**src/rtl/imem_loader_if.sv**
```systemverilog
// Byte-stream / instruction-memory write bundle for imem_loader.
// chk_expected and checksum exist only when LOADER_CHECKSUM_EN is defined.
interface imem_loader_if #(
  parameter int ADDR_W = 8
);
  logic              start;
  logic [7:0]        byte_in;
  logic              byte_valid;
  logic              byte_last;
  logic              byte_ready;
  logic              mem_we;
  logic [ADDR_W-1:0] mem_addr;
  logic [31:0]       mem_wdata;
  logic              cpu_hold;
  logic              done;
  logic              error;
  logic [ADDR_W-2:0] words_written;
`ifdef LOADER_CHECKSUM_EN
  logic [7:0]        chk_expected;
  logic [7:0]        checksum;

  modport master (
    output start, byte_in, byte_valid, byte_last, chk_expected,
    input  byte_ready, mem_we, mem_addr, mem_wdata, cpu_hold, done, error,
           words_written, checksum
  );
  modport slave (
    input  start, byte_in, byte_valid, byte_last, chk_expected,
    output byte_ready, mem_we, mem_addr, mem_wdata, cpu_hold, done, error,
           words_written, checksum
  );
`else
  modport master (
    output start, byte_in, byte_valid, byte_last,
    input  byte_ready, mem_we, mem_addr, mem_wdata, cpu_hold, done, error,
           words_written
  );
  modport slave (
    input  start, byte_in, byte_valid, byte_last,
    output byte_ready, mem_we, mem_addr, mem_wdata, cpu_hold, done, error,
           words_written
  );
`endif
endinterface

```
**src/rtl/imem_loader.sv**
```systemverilog
// Assembles a byte stream into big-endian words and writes them to instruction memory,
// holding the CPU until the image is in. LOADER_CHECKSUM_EN adds an image checksum check.
//
// state  | meaning
// IDLE   | waiting for start
// LOAD   | accepting bytes, writing each completed word
// PAD    | zero-filling a short final word before writing it
// FINISH | image complete, pulse done, release cpu_hold (unless checksum mismatch)
// ERR    | image overran memory, pulse done, flag error, keep cpu_hold
module imem_loader #(
  parameter int ADDR_W = 8
) (
  input  logic         clk_i,
  input  logic         reset_i,
  imem_loader_if.slave bus
);

  typedef enum logic [2:0] {S_IDLE, S_LOAD, S_PAD, S_FINISH, S_ERR} state_t;

  localparam logic [ADDR_W-1:0] LAST_ADDR = {{(ADDR_W-2){1'b1}}, 2'b00};
  localparam logic [ADDR_W-1:0] WORD_STEP = ADDR_W'(4);

  state_t            state_q, state_d;
  logic [31:0]       word_q, word_d;
  logic [1:0]        lane_q, lane_d;
  logic [ADDR_W-1:0] waddr_q, waddr_d;
  logic [ADDR_W-2:0] words_q, words_d;
  logic              we_q, we_d;
  logic [ADDR_W-1:0] addr_q, addr_d;
  logic [31:0]       wdata_q, wdata_d;
  logic              hold_q, hold_d;
  logic              done_q, done_d;
  logic              error_q, error_d;
  logic [7:0]        chk_q, chk_d;
  logic [31:0]       asm_word;
  logic              accept;

  assign accept = bus.byte_valid && (state_q == S_LOAD);

  always_comb begin
    asm_word = word_q;
    case (lane_q)
      2'd0:    asm_word[31:24] = bus.byte_in;
      2'd1:    asm_word[23:16] = bus.byte_in;
      2'd2:    asm_word[15:8]  = bus.byte_in;
      default: asm_word[7:0]   = bus.byte_in;
    endcase
  end

  always_comb begin
    state_d = state_q;
    word_d  = word_q;
    lane_d  = lane_q;
    waddr_d = waddr_q;
    words_d = words_q;
    we_d    = 1'b0;
    addr_d  = addr_q;
    wdata_d = wdata_q;
    hold_d  = hold_q;
    done_d  = 1'b0;
    error_d = error_q;
    chk_d   = chk_q;

    case (state_q)
      S_IDLE: begin
        if (bus.start) begin
          state_d = S_LOAD;
          word_d  = '0;
          lane_d  = '0;
          waddr_d = '0;
          words_d = '0;
          error_d = 1'b0;
          hold_d  = 1'b1;
          chk_d   = '0;
        end
      end
      S_LOAD: begin
        if (accept) begin
          chk_d  = chk_q + bus.byte_in;
          lane_d = lane_q + 2'd1;
          if (lane_q == 2'd3) begin
            we_d    = 1'b1;
            addr_d  = waddr_q;
            wdata_d = asm_word;
            word_d  = '0;
            waddr_d = waddr_q + WORD_STEP;
            words_d = words_q + 1'b1;
            if (bus.byte_last)
              state_d = S_FINISH;
            else if (waddr_q == LAST_ADDR)
              state_d = S_ERR;
          end else begin
            word_d = asm_word;
            if (bus.byte_last)
              state_d = S_PAD;
          end
        end
      end
      S_PAD: begin
        // unfilled lanes are already zero: word_q is cleared after every write
        we_d    = 1'b1;
        addr_d  = waddr_q;
        wdata_d = word_q;
        word_d  = '0;
        lane_d  = '0;
        waddr_d = waddr_q + WORD_STEP;
        words_d = words_q + 1'b1;
        state_d = S_FINISH;
      end
      S_FINISH: begin
        done_d  = 1'b1;
        hold_d  = 1'b0;
        state_d = S_IDLE;
`ifdef LOADER_CHECKSUM_EN
        if (chk_q != bus.chk_expected) begin
          error_d = 1'b1;
          hold_d  = 1'b1;
        end
`endif
      end
      S_ERR: begin
        done_d  = 1'b1;
        error_d = 1'b1;
        state_d = S_IDLE;
      end
      default: state_d = S_IDLE;
    endcase
  end

  always_ff @(posedge clk_i or negedge reset_i) begin
    if (!reset_i) begin
      state_q <= S_IDLE;
      word_q  <= '0;
      lane_q  <= '0;
      waddr_q <= '0;
      words_q <= '0;
      we_q    <= 1'b0;
      addr_q  <= '0;
      wdata_q <= '0;
      hold_q  <= 1'b0;
      done_q  <= 1'b0;
      error_q <= 1'b0;
      chk_q   <= '0;
    end else begin
      state_q <= state_d;
      word_q  <= word_d;
      lane_q  <= lane_d;
      waddr_q <= waddr_d;
      words_q <= words_d;
      we_q    <= we_d;
      addr_q  <= addr_d;
      wdata_q <= wdata_d;
      hold_q  <= hold_d;
      done_q  <= done_d;
      error_q <= error_d;
      chk_q   <= chk_d;
    end
  end

  assign bus.byte_ready    = (state_q == S_LOAD);
  assign bus.mem_we        = we_q;
  assign bus.mem_addr      = addr_q;
  assign bus.mem_wdata     = wdata_q;
  assign bus.cpu_hold      = hold_q;
  assign bus.done          = done_q;
  assign bus.error         = error_q;
  assign bus.words_written = words_q;
`ifdef LOADER_CHECKSUM_EN
  assign bus.checksum      = chk_q;
`endif

endmodule
```
**src/flat_wrapper.sv**
```systemverilog
// flat-port wrapper written by rule: the top's interface ports become plain ports
module imem_loader_flat 
#(
  parameter int ADDR_W = 8
)
  (clk_i, reset_i, bus_start, bus_byte_in, bus_byte_valid, bus_byte_last, bus_byte_ready, bus_mem_we, bus_mem_addr, bus_mem_wdata, bus_cpu_hold, bus_done, bus_error, bus_words_written);
  imem_loader_if #(.ADDR_W(ADDR_W)) bus_i ();
  input  logic clk_i;
  input  logic reset_i;
  input wire logic [$bits(bus_i.start)-1:0] bus_start;
  input wire logic [$bits(bus_i.byte_in)-1:0] bus_byte_in;
  input wire logic [$bits(bus_i.byte_valid)-1:0] bus_byte_valid;
  input wire logic [$bits(bus_i.byte_last)-1:0] bus_byte_last;
  output wire logic [$bits(bus_i.byte_ready)-1:0] bus_byte_ready;
  output wire logic [$bits(bus_i.mem_we)-1:0] bus_mem_we;
  output wire logic [$bits(bus_i.mem_addr)-1:0] bus_mem_addr;
  output wire logic [$bits(bus_i.mem_wdata)-1:0] bus_mem_wdata;
  output wire logic [$bits(bus_i.cpu_hold)-1:0] bus_cpu_hold;
  output wire logic [$bits(bus_i.done)-1:0] bus_done;
  output wire logic [$bits(bus_i.error)-1:0] bus_error;
  output wire logic [$bits(bus_i.words_written)-1:0] bus_words_written;
  assign bus_i.start = bus_start;
  assign bus_i.byte_in = bus_byte_in;
  assign bus_i.byte_valid = bus_byte_valid;
  assign bus_i.byte_last = bus_byte_last;
  assign bus_byte_ready = bus_i.byte_ready;
  assign bus_mem_we = bus_i.mem_we;
  assign bus_mem_addr = bus_i.mem_addr;
  assign bus_mem_wdata = bus_i.mem_wdata;
  assign bus_cpu_hold = bus_i.cpu_hold;
  assign bus_done = bus_i.done;
  assign bus_error = bus_i.error;
  assign bus_words_written = bus_i.words_written;
  imem_loader #(.ADDR_W(ADDR_W)) u_core (.clk_i(clk_i), .reset_i(reset_i), .bus(bus_i));
endmodule
```
**config.mk**
```make
export PLATFORM = sky130hd
export DESIGN_NAME = imem_loader_flat
export DESIGN_NICKNAME = d
export VERILOG_FILES = /design/src/rtl/imem_loader_if.sv /design/src/rtl/imem_loader.sv /design/src/flat_wrapper.sv
export SDC_FILE = /design/constraint.sdc
export NUM_CORES = 1
export LEC_CHECK = 0
export CORE_UTILIZATION = 46
export DETAILED_ROUTE_END_ITERATION = 6
export HOLD_SLACK_MARGIN = 0.12
export PLACE_DENSITY = 0.73
export SLEW_MARGIN = 20
export SYNTH_ARGS = -nofsm -noshare
export SYNTH_HDL_FRONTEND = slang
export SYNTH_SLANG_ARGS = --single-unit
```
**constraint.sdc**
```tcl
create_clock -name clk_i -period 3.8 [get_ports clk_i]
set_input_delay 0.38 -clock clk_i [delete_from_list [all_inputs] [get_ports clk_i]]
set_output_delay 0.38 -clock clk_i [all_outputs]
set_load 0.02 [all_outputs]
```
Yosys cells after proc, flatten, opt, wreduce, memory -nomap -nowiden:

Cells that the tools add are included.

* input bits: 13
* register bits: 96
* output and inout port bits: 52
* logic and storage cells: 82

* equality and inequality tests: 13
* multiplexer cells: 40
* reduce and logical (&&, ||, !) cells: 15
* add/subtract/negate cells: 3

Operator list (count)
* 32-bit two-way mux: 5
* 32-bit one-hot mux with 3 select lines: 1
* 8-bit two-way mux: 9
* 32-bit one-hot mux with 2 select lines: 1
* 8-bit one-hot mux with 3 select lines: 1
* 7-bit two-way mux: 3
* 7-bit one-hot mux with 3 select lines: 1
* 3-bit two-way mux: 6
* 8-bit one-hot mux with 2 select lines: 1
* 3-bit one-hot mux with 3 select lines: 1
* 8-bit by 3-bit adder with 8-bit output, second input constant: 1
* 8-bit equality test, second input constant: 1
* 4-bit AND reduction: 2
* 7-bit by 1-bit adder with 7-bit output, second input constant: 1
* 3-bit by 2-bit equality test with 1-bit output, second input constant: 2
* 3-bit by 2-bit inequality test with 1-bit output, second input constant: 2
* 1-bit one-hot mux with 2 select lines: 3
* 2-bit one-hot mux with 3 select lines: 1
* 3-bit AND reduction: 2
* 2-bit nonzero test: 3
* 1-bit two-way mux: 5
* 2-bit equality test, second input constant: 2
* 2-bit two-way mux: 2
* 2-bit by 1-bit inequality test with 1-bit output, second input constant: 2
* other kinds (12): 13

Depth between registers and ports, before layout:

Gate-level depths: netlist of run 1.

* word-level depth: 6
* gate-level depth with buffers: 6
* depth with buffers taken out: 5

Worst setup path before layout of run 1:

No wires, ideal clock.

* kind: reg-to-reg
* start: register u_core.lane_q[0]
* end: register u_core.addr_q[5] (netlist: u_core.bus.mem_addr[5])
* cell stages (with the launch flop): 6
* clock period less this slack: 1.689 ns
* required time: 3.675 ns
* arrival time: 1.564 ns
* setup slack: 2.111 ns
* setup time: 0.125 ns
* buffers on the path: 1
* cell sequence: dfrtp_1 ha_1 nand4b_4 a21oi_4 buf_4 mux2_2

* cells in the longest elaborated chain, start to end: 3

RTL lines
* start: declaration: RTL line imem_loader.sv:25 `logic [1:0] lane_q, lane_d;`
* start signal: assignment: RTL line imem_loader.sv:147 `lane_q <= lane_d;`
* 2-bit equality test: RTL line imem_loader.sv:81 `if (lane_q == 2'd3) begin`
* 2-bit by 1-bit inequality test with 1-bit output (no source line)
* 3-bit AND reduction (no source line)
* end signal: assignment: RTL line imem_loader.sv:151 `addr_q <= addr_d;`
* end: declaration: RTL line imem_loader.sv:29 `logic [ADDR_W-1:0] addr_q, addr_d;`

Every way passes these cells.
A chain may end at the register's enable or synchronous reset.

Worst setup path after layout of run 1:

* start: register u_core.state_q[2]
* end: output port bus_byte_ready

* cells in the longest elaborated chain, start to end: 1

RTL lines
* start: declaration: RTL line imem_loader.sv:23 `state_t state_q, state_d;`
* start signal: assignment: RTL line imem_loader.sv:145 `state_q <= state_d;`
* 3-bit by 1-bit equality test with 1-bit output: RTL line imem_loader.sv:160 `assign bus.byte_ready = (state_q == S_LOAD);`
* end: declaration: RTL line flat_wrapper.sv:14 `output wire logic [$bits(bus_i.byte_ready)-1:0] bus_byte_ready;`

Every way passes these cells.

==> impl_metrics.csv, run 1 <==
group,metric,value,unit
routing,wl_per_cell,15.8,um
setup_path,r2r_end,"u_core.bus.mem_addr[2]$_DFFE_PN0P_",
floorplan,die_h,99.7,um
synthesis,synthTopCellsByArea,"dfrtp_1 (52%), mux2i_1 (7.5%), a22o_1 (7.0%), nor2_1 (3.8%), a21oi_2 (3.8%)",
global_route,grt_pass1_wl,14600,um
floorplan,io_pins,65,
timing,max_slew.worst_pin.slew,0.793,ns
synthesis,yosys_warnings,0,
routing,wl_met3,279,um
synthesis,synth.avg_cell_area,11.7,sq um
timing,final.min_clock_period,2.66,ns
clock_tree,clk_pin_slew,0.10,ns
synthesis,syn_inst,374,
timing,rsz0062_at_grt,"no",
floorplan,core_area,9240,sq um
global_route,grt_start_max_net_pins,65,
final_layout,syn_to_final_growth,18.5,%
synthesis,yosysMostFrequentCell,"dfrtp_1",
routing,routed_wl,8790,um
synthesis,synth.distinct_cells,44,
placed_design,place_ws,1.30,ns
setup_path,crit_type,"reg -> out",
timing,setup_ws,1.14,ns
synthesis,yosys.area.top_type_share,52.5,%
timing,setup_viol,0,
timing,drv_slew,0,
clock_tree,numCtsBuffers,9,
synthesis,synthTopCellsByCount,"dfrtp_1 (92), nor2_1 (45), a22o_1 (35)",
final_layout,final_cells,557,
pwr,power,4.51,mW
synthesis,synth-seq-cells,92,
global_route,antenna_found_initial,0,
final_layout,fillCellCount,789,
routing,dr.pass1.iters,4,
setup_path,cpMaxStageDelayCell,"dfrtp_1",
routing,post-route-drc-count,0,
synthesis,async_flop_share,100,%
synthesis,yosysTopAreaCell,"dfrtp_1",
routing,dr_wl_met2,4160,um
setup_path,critical_path.max_fanout,20,
clock_tree,cts_tree,"done",
floorplan,dieArea,9930,sq um
placed_design,port_buffers,62,
placed_design,dp_cells,541,
setup_path,cp_cell_sequence,"or3b_4, inv_2, clkdlybuf4s50_1",
routing,num_vias,2983,
floorplan,rows,35,
placed_design,place_hpwl,5830,um
clock_tree,ctsResizeCount,0,
synthesis,synth.cell_area,4390,sq um
clock_tree,root_buffer,"clkbuf_8",
timing,relSlewSlack,47.2,%
setup_path,worstPathArrival,2.28,ns
global_route,grt_pass1_vias,2983,
run,maxCapViolCount,0,
pwr,cellPowerDensity,868,nW/um^2
floorplan,initial_utilization,47.5,%
timing,fin_crit_sh,69.9,%
timing,tns,0,ns
setup_path,worst_setup_path_start_kind,"flip-flop",
pwr,leakage,2.38,nW
setup_path,cp_data_required_time,3.42,ns
synthesis,synthFlopType,"dfrtp_1",
final_layout,layout.nets,444,
synthesis,yosysSeqAreaShare,52.5,%
setup_path,reg2reg_depth,5,
routing,first_iter_violations,158,
placed_design,gp_congestion,0.780,
clock_tree,clk_latency,0.36,ns
hold_path,min_path_type,"in -> async",
clock_tree,htree_levels,3,
setup_path,worst_path_largest_cell_delay,0.65,ns
final_layout,diodes,0,
clock_tree,cts_sinks,92,
setup_path,reg2reg_from,"u_core.lane_q[0]$_DFFE_PN0P_",
routing,m1WireLength,4200,um
floorplan,die_x,99.7,um
status,status,"complete, no violations",
routing,ant_nets,0,
setup_path,ff2ff_setup_slack,1.58,ns
global_route,grt_overflow,0,
routing,topRoutingLayerUsed,"met4",
clock_tree,cts_hold_buffers,0,
global_route,grt_use_total,18.9,%
synthesis,synth_edf_count,0,
routing,via_per_inst,5.36,
timing,fmax,0.377,GHz
clock_tree,post_cts.repair.setup_buffers,0,
timing,timing_hold_violations_final,0,
pwr,peakVddDrop,422,uV
clock_tree,clockBufferDepth,2,
final_layout,drive_gt1_share,14.3,%
setup_path,crit_path_end_kind,"output pin",
timing,skew,0.00758,ns
per-layer routing:
layer / vias to the layer above / track usage, %
met2: 63 / 29.9
met4: 0 / 7.13
met3: 14 / 3.30
met1: 1472 / 26.1
met5: - / 0
li1: 1434 / -
cells in the final DEF (no fill, tap or decap), drive strengths merged, types with 2 or more instances in the layout:
cell           synthesis  routed
a21oi                 43      43
clkinvlp               0       2
buf                   18       4
mux2i                 33      33
o21ai                 20      20
dfrtp                 92      92
mux2                   6       6
and3                   5       5
nand2b                 2       2
nand4                  4       4
nor3                   3       3
inv                    7       8
ha                     8       8
nand2                 17      17
conb                   1       2
clkdlybuf4s50          0      61
nand3                  7       7
or3b                   2       2
nor2                  45      45
a22o                  35      35
clkinv                 0       2
a311oi                 3       3
clkbuf                10      10
per-stage QoR:
| step | util [%] | hold slack [ns] | cell area, sq um |
|---|---|---|---|
| after floorplan | - | 0.0844 | 4390 |
| after global placement | 54.2 | 0.482 | 5010 |
| after detailed placement | 54.2 | 0.484 | 5010 |
| final | 56.3 | 0.0972 | 5200 |
| after CTS | 56.3 | 0.131 | 5200 |
| after global routing | 56.3 | 0.162 | 5200 |
worst max-delay path by stage:
stage                                   from  slack, ns                                 end
2_1_floorplan   u_core.lane_q[0]$_DFFE_PN0P_       2.11  u_core.bus.mem_addr[5]$_DFFE_PN0P_
3_3_place_gp                  bus_byte_valid       1.34  u_core.bus.mem_addr[3]$_DFFE_PN0P_
3_5_place_dp                  bus_byte_valid       1.30  u_core.bus.mem_addr[2]$_DFFE_PN0P_
4_1_cts        u_core.state_q[2]$_DFFE_PN0P_       1.13                      bus_byte_ready
5_1_grt        u_core.state_q[2]$_DFFE_PN0P_       1.04                      bus_byte_ready
6_report       u_core.state_q[2]$_DFFE_PN0P_       1.14                      bus_byte_ready
final cells by class:
class	instances	area [sq um]	area share [%]
clock buffers	10	128	2.45
clock inverters	6	63.8	1.23
inverters	7	26.3	0.505
multi-input cells	248	1880	36.1
flip-flops and latches	92	2300	44.3
well taps	129	161	3.10
repair buffers	65	641	12.3
cell families (layout without fill, tap and decap cells):
| family | count (synthesis) | in the layout | synth area share, % |
|---|---|---|---|
| adder cells (fa/ha/maj) | 8 | 8 | 2.28 |
| flip-flops | 92 | 92 | 52.5 |
| XOR/XNOR | 1 | 1 | 0.200 |
| other | 1 | 2 | 0.0855 |
| buffers and inverters | 35 | 88 | 4.82 |
| AO/OA/AOI/OAI | 108 | 108 | 19.5 |
| multiplexers | 39 | 39 | 9.07 |
| AND/OR/NAND/NOR | 90 | 90 | 11.6 |
registers in the layout, summed over array words and instances, names as in the netlist:
signal	flops
u_core.bus.cpu_hold	1
u_core.bus.done	1
u_core.bus.error	1
u_core.bus.mem_addr	6
u_core.bus.mem_wdata	32
u_core.bus.mem_we	1
u_core.bus.words_written	7
u_core.lane_q	2
u_core.state_q	3
u_core.waddr_q	6
u_core.word_q	32
power breakdown:
group	leakage, nW	switching (mW)	internal [mW]
combinational	1.12	1.22	1.00
sequential	1.17	0.274	1.36
clock	0.0927	0.353	0.305
critical path, delay by kind of cell (launching register included):
family        cells  cell delay, ns
buf+inv           2            0.76
flops             1            0.65
simple gates      1            0.52
Power figures use the tool's default switching activity.
==> run 2: changes to the inputs <==
clock period = 2.6 ns   (was 3.8 ns; I/O delays follow)
==> run 2 against run 1 <==
  * Flip-flop and latch count unchanged
  * Global-route usage up 0.68 points
  * Via count up 2.5%
  * Setup slack worse by 0.93 ns
  * Final area up 1.9%
  * Total power up 50%
==> impl_metrics.csv, run 2 (synthesis results as in run 1) <==
group,metric,value,unit
clock_tree,cts_hold_buffers,1,
clock_tree,root_buffer,"clkbuf_8",
floorplan,initial_utilization,47.5,%
pwr,leakage,2.43,nW
clock_tree,clockBufferDepth,2,
timing,fmax,0.419,GHz
placed_design,gp_congestion,0.796,
global_route,grt_overflow,0,
pwr,switching_share,40.3,%
pwr,p_clk_share,15.9,%
pwr,cellPowerDensity,1280,nW/um^2
timing,rsz0062_at_grt,"no",
final_layout,final_common_cell,"dfrtp_1",
clock_tree,cts_sinks,92,
routing,dr.pass1.iters,4,
pwr,peakVddDrop,774,uV
pwr,switchingPower,2.73,mW
setup_path,worst_setup_path_start_kind,"flip-flop",
final_layout,mostFrequentLayoutCells,"dfrtp_1 (92), clkdlybuf4s50_1 (61), nor2_1 (45)",
setup_path,worstPathArrival,2.13,ns
clock_tree,clk_latency,0.36,ns
routing,num_vias,3059,
status,status,"complete, no violations",
routing,post-route-drc-count,0,
timing,drv_slew,0,
clock_tree,htree_levels,3,
pwr,internal-power,4.05,mW
setup_path,crit_path_end_kind,"output pin",
global_route,antenna_found_initial,0,
final_layout,diodes,0,
clock_tree,numCtsBuffers,9,
timing,skew,0.00904,ns
placed_design,port_buffers,62,
timing,relSlewSlack,48.8,%
timing,setup_viol,0,
pwr,power,6.78,mW
timing,final.min_clock_period,2.39,ns
global_route,grt_pass1_vias,2883,
setup_path,crit_type,"reg -> out",
floorplan,io_pins,65,
timing,max_slew.worst_pin.slew,0.768,ns
floorplan,dieArea,9930,sq um
placed_design,place_area,5070,sq um
final_layout,drive_gt1_share,15.0,%
global_route,grt.met1_usage,28.9,%
floorplan,die_h,99.7,um
routing,via_per_inst,5.45,
clock_tree,cts_tree,"done",
floorplan,core_area,9240,sq um
global_route,grt_pass1_wl,15200,um
clock_tree,clk_pin_slew,0.09,ns
global_route,grt_busiest_layer,"met2",
global_route,gr-usage-met3,3.58,%
final_layout,fin_area,5300,sq um
routing,routed_wl,8900,um
run,maxCapViolCount,0,
pwr,seq_power_share,35.0,%
global_route,use_met2,28.9,%
timing,timing_hold_violations_final,0,
routing,wl_per_cell,15.9,um
global_route,grt_start_max_net_pins,55,
global_route,grt_use_total,19.6,%
placed_design,place_hpwl,5990,um
routing,ant_nets,0,
clock_tree,post_cts.repair.setup_buffers,0,
hold_path,min_path_type,"in -> async",
final_layout,syn_to_final_growth,20.8,%
setup_path,critical_path.max_fanout,11,
floorplan,rows,35,
timing,tns,0,ns
final_layout,layout.nets,448,
routing,first_iter_violations,135,
setup_path,cp_data_required_time,2.34,ns
timing,fin_crit_sh,91.9,%
pwr,pwr-share-comb,49.1,%
floorplan,die_x,99.7,um
clock_tree,ctsResizeCount,0,
-- run 2: cell count changes in the layout (fill, tap and decap cells not counted), sizes merged --
| cell | previous run | this run |
|---|---|---|
| buf | 4 | 7 |
| bufinv | 1 | 2 |
| clkbuf | 10 | 9 |
| clkinvlp | 2 | 1 |
| dlygate4sd3 | 0 | 1 |
| inv | 8 | 9 |
-- run 2: final timing paths --
check / startpoint / endpoint / slack, ns / cells after the start
min reg2reg: u_core.waddr_q[6]$_DFFE_PN0P_ / u_core.waddr_q[6]$_DFFE_PN0P_ / 0.49 / 1
max in group asynchronous: reset_i / u_core.word_q[18]$_DFFE_PN0P_ / 1.46 / 3
max reg2reg: u_core.state_q[1]$_DFFE_PN0P_ / u_core.bus.mem_wdata[10]$_DFFE_PN0P_ / 0.49 / 4
min in group clk_i: u_core.waddr_q[6]$_DFFE_PN0P_ / u_core.waddr_q[6]$_DFFE_PN0P_ / 0.49 / 1
min: reset_i / u_core.bus.mem_wdata[3]$_DFFE_PN0P_ / 0.47 / 2
max: u_core.state_q[1]$_DFFE_PN0P_ / bus_byte_ready / 0.21 / 3
-- run 2: power by group through the flow --
stage	registers, mW	logic [mW]	clock network, mW
after CTS	2.37	3.36	1.09
after global placement	2.38	3.27	0
after floorplan	2.71	1.91	0
after global routing	2.45	3.64	1.16
final	2.37	3.33	1.08
after detailed placement	2.39	3.34	0
-- run 2: stage by stage --
stage | hold WS (ns) | util, % | setup slack (ns) | instances
global placement | 0.342 | 54.9 | 0.532 | 544
finish | 0.467 | 57.4 | 0.211 | 561
detailed placement | 0.351 | 54.9 | 0.487 | 544
floorplan | -0.0356 | - | 0.911 | 375
CTS | 0.497 | 57.4 | 0.200 | 561
global route | 0.517 | 57.4 | 0.0996 | 561
-- run 2: layer usage --
layer / part of all wire, % / vias up
li1: - / 1438
met1: 48 / 1540
met2: 47 / 68
met3: 3.4 / 13
met4: 1.5 / 0
met5: 0 / -
-- run 2: area by class of cell --
class	instances	area [sq um]
inverter	7	26.3
timing repair buffer	69	711
clock inverter	7	98.8
tap	129	161
clock buffer	9	124
multi-input combinational	248	1880
fill	764	3940
sequential	92	2300
-- run 2: critical path: stages (launching register included) --
cell	delay, ns
dfrtp_1	0.53
or3b_4	0.48
inv_2	0.13
clkdlybuf4s50_1	0.63
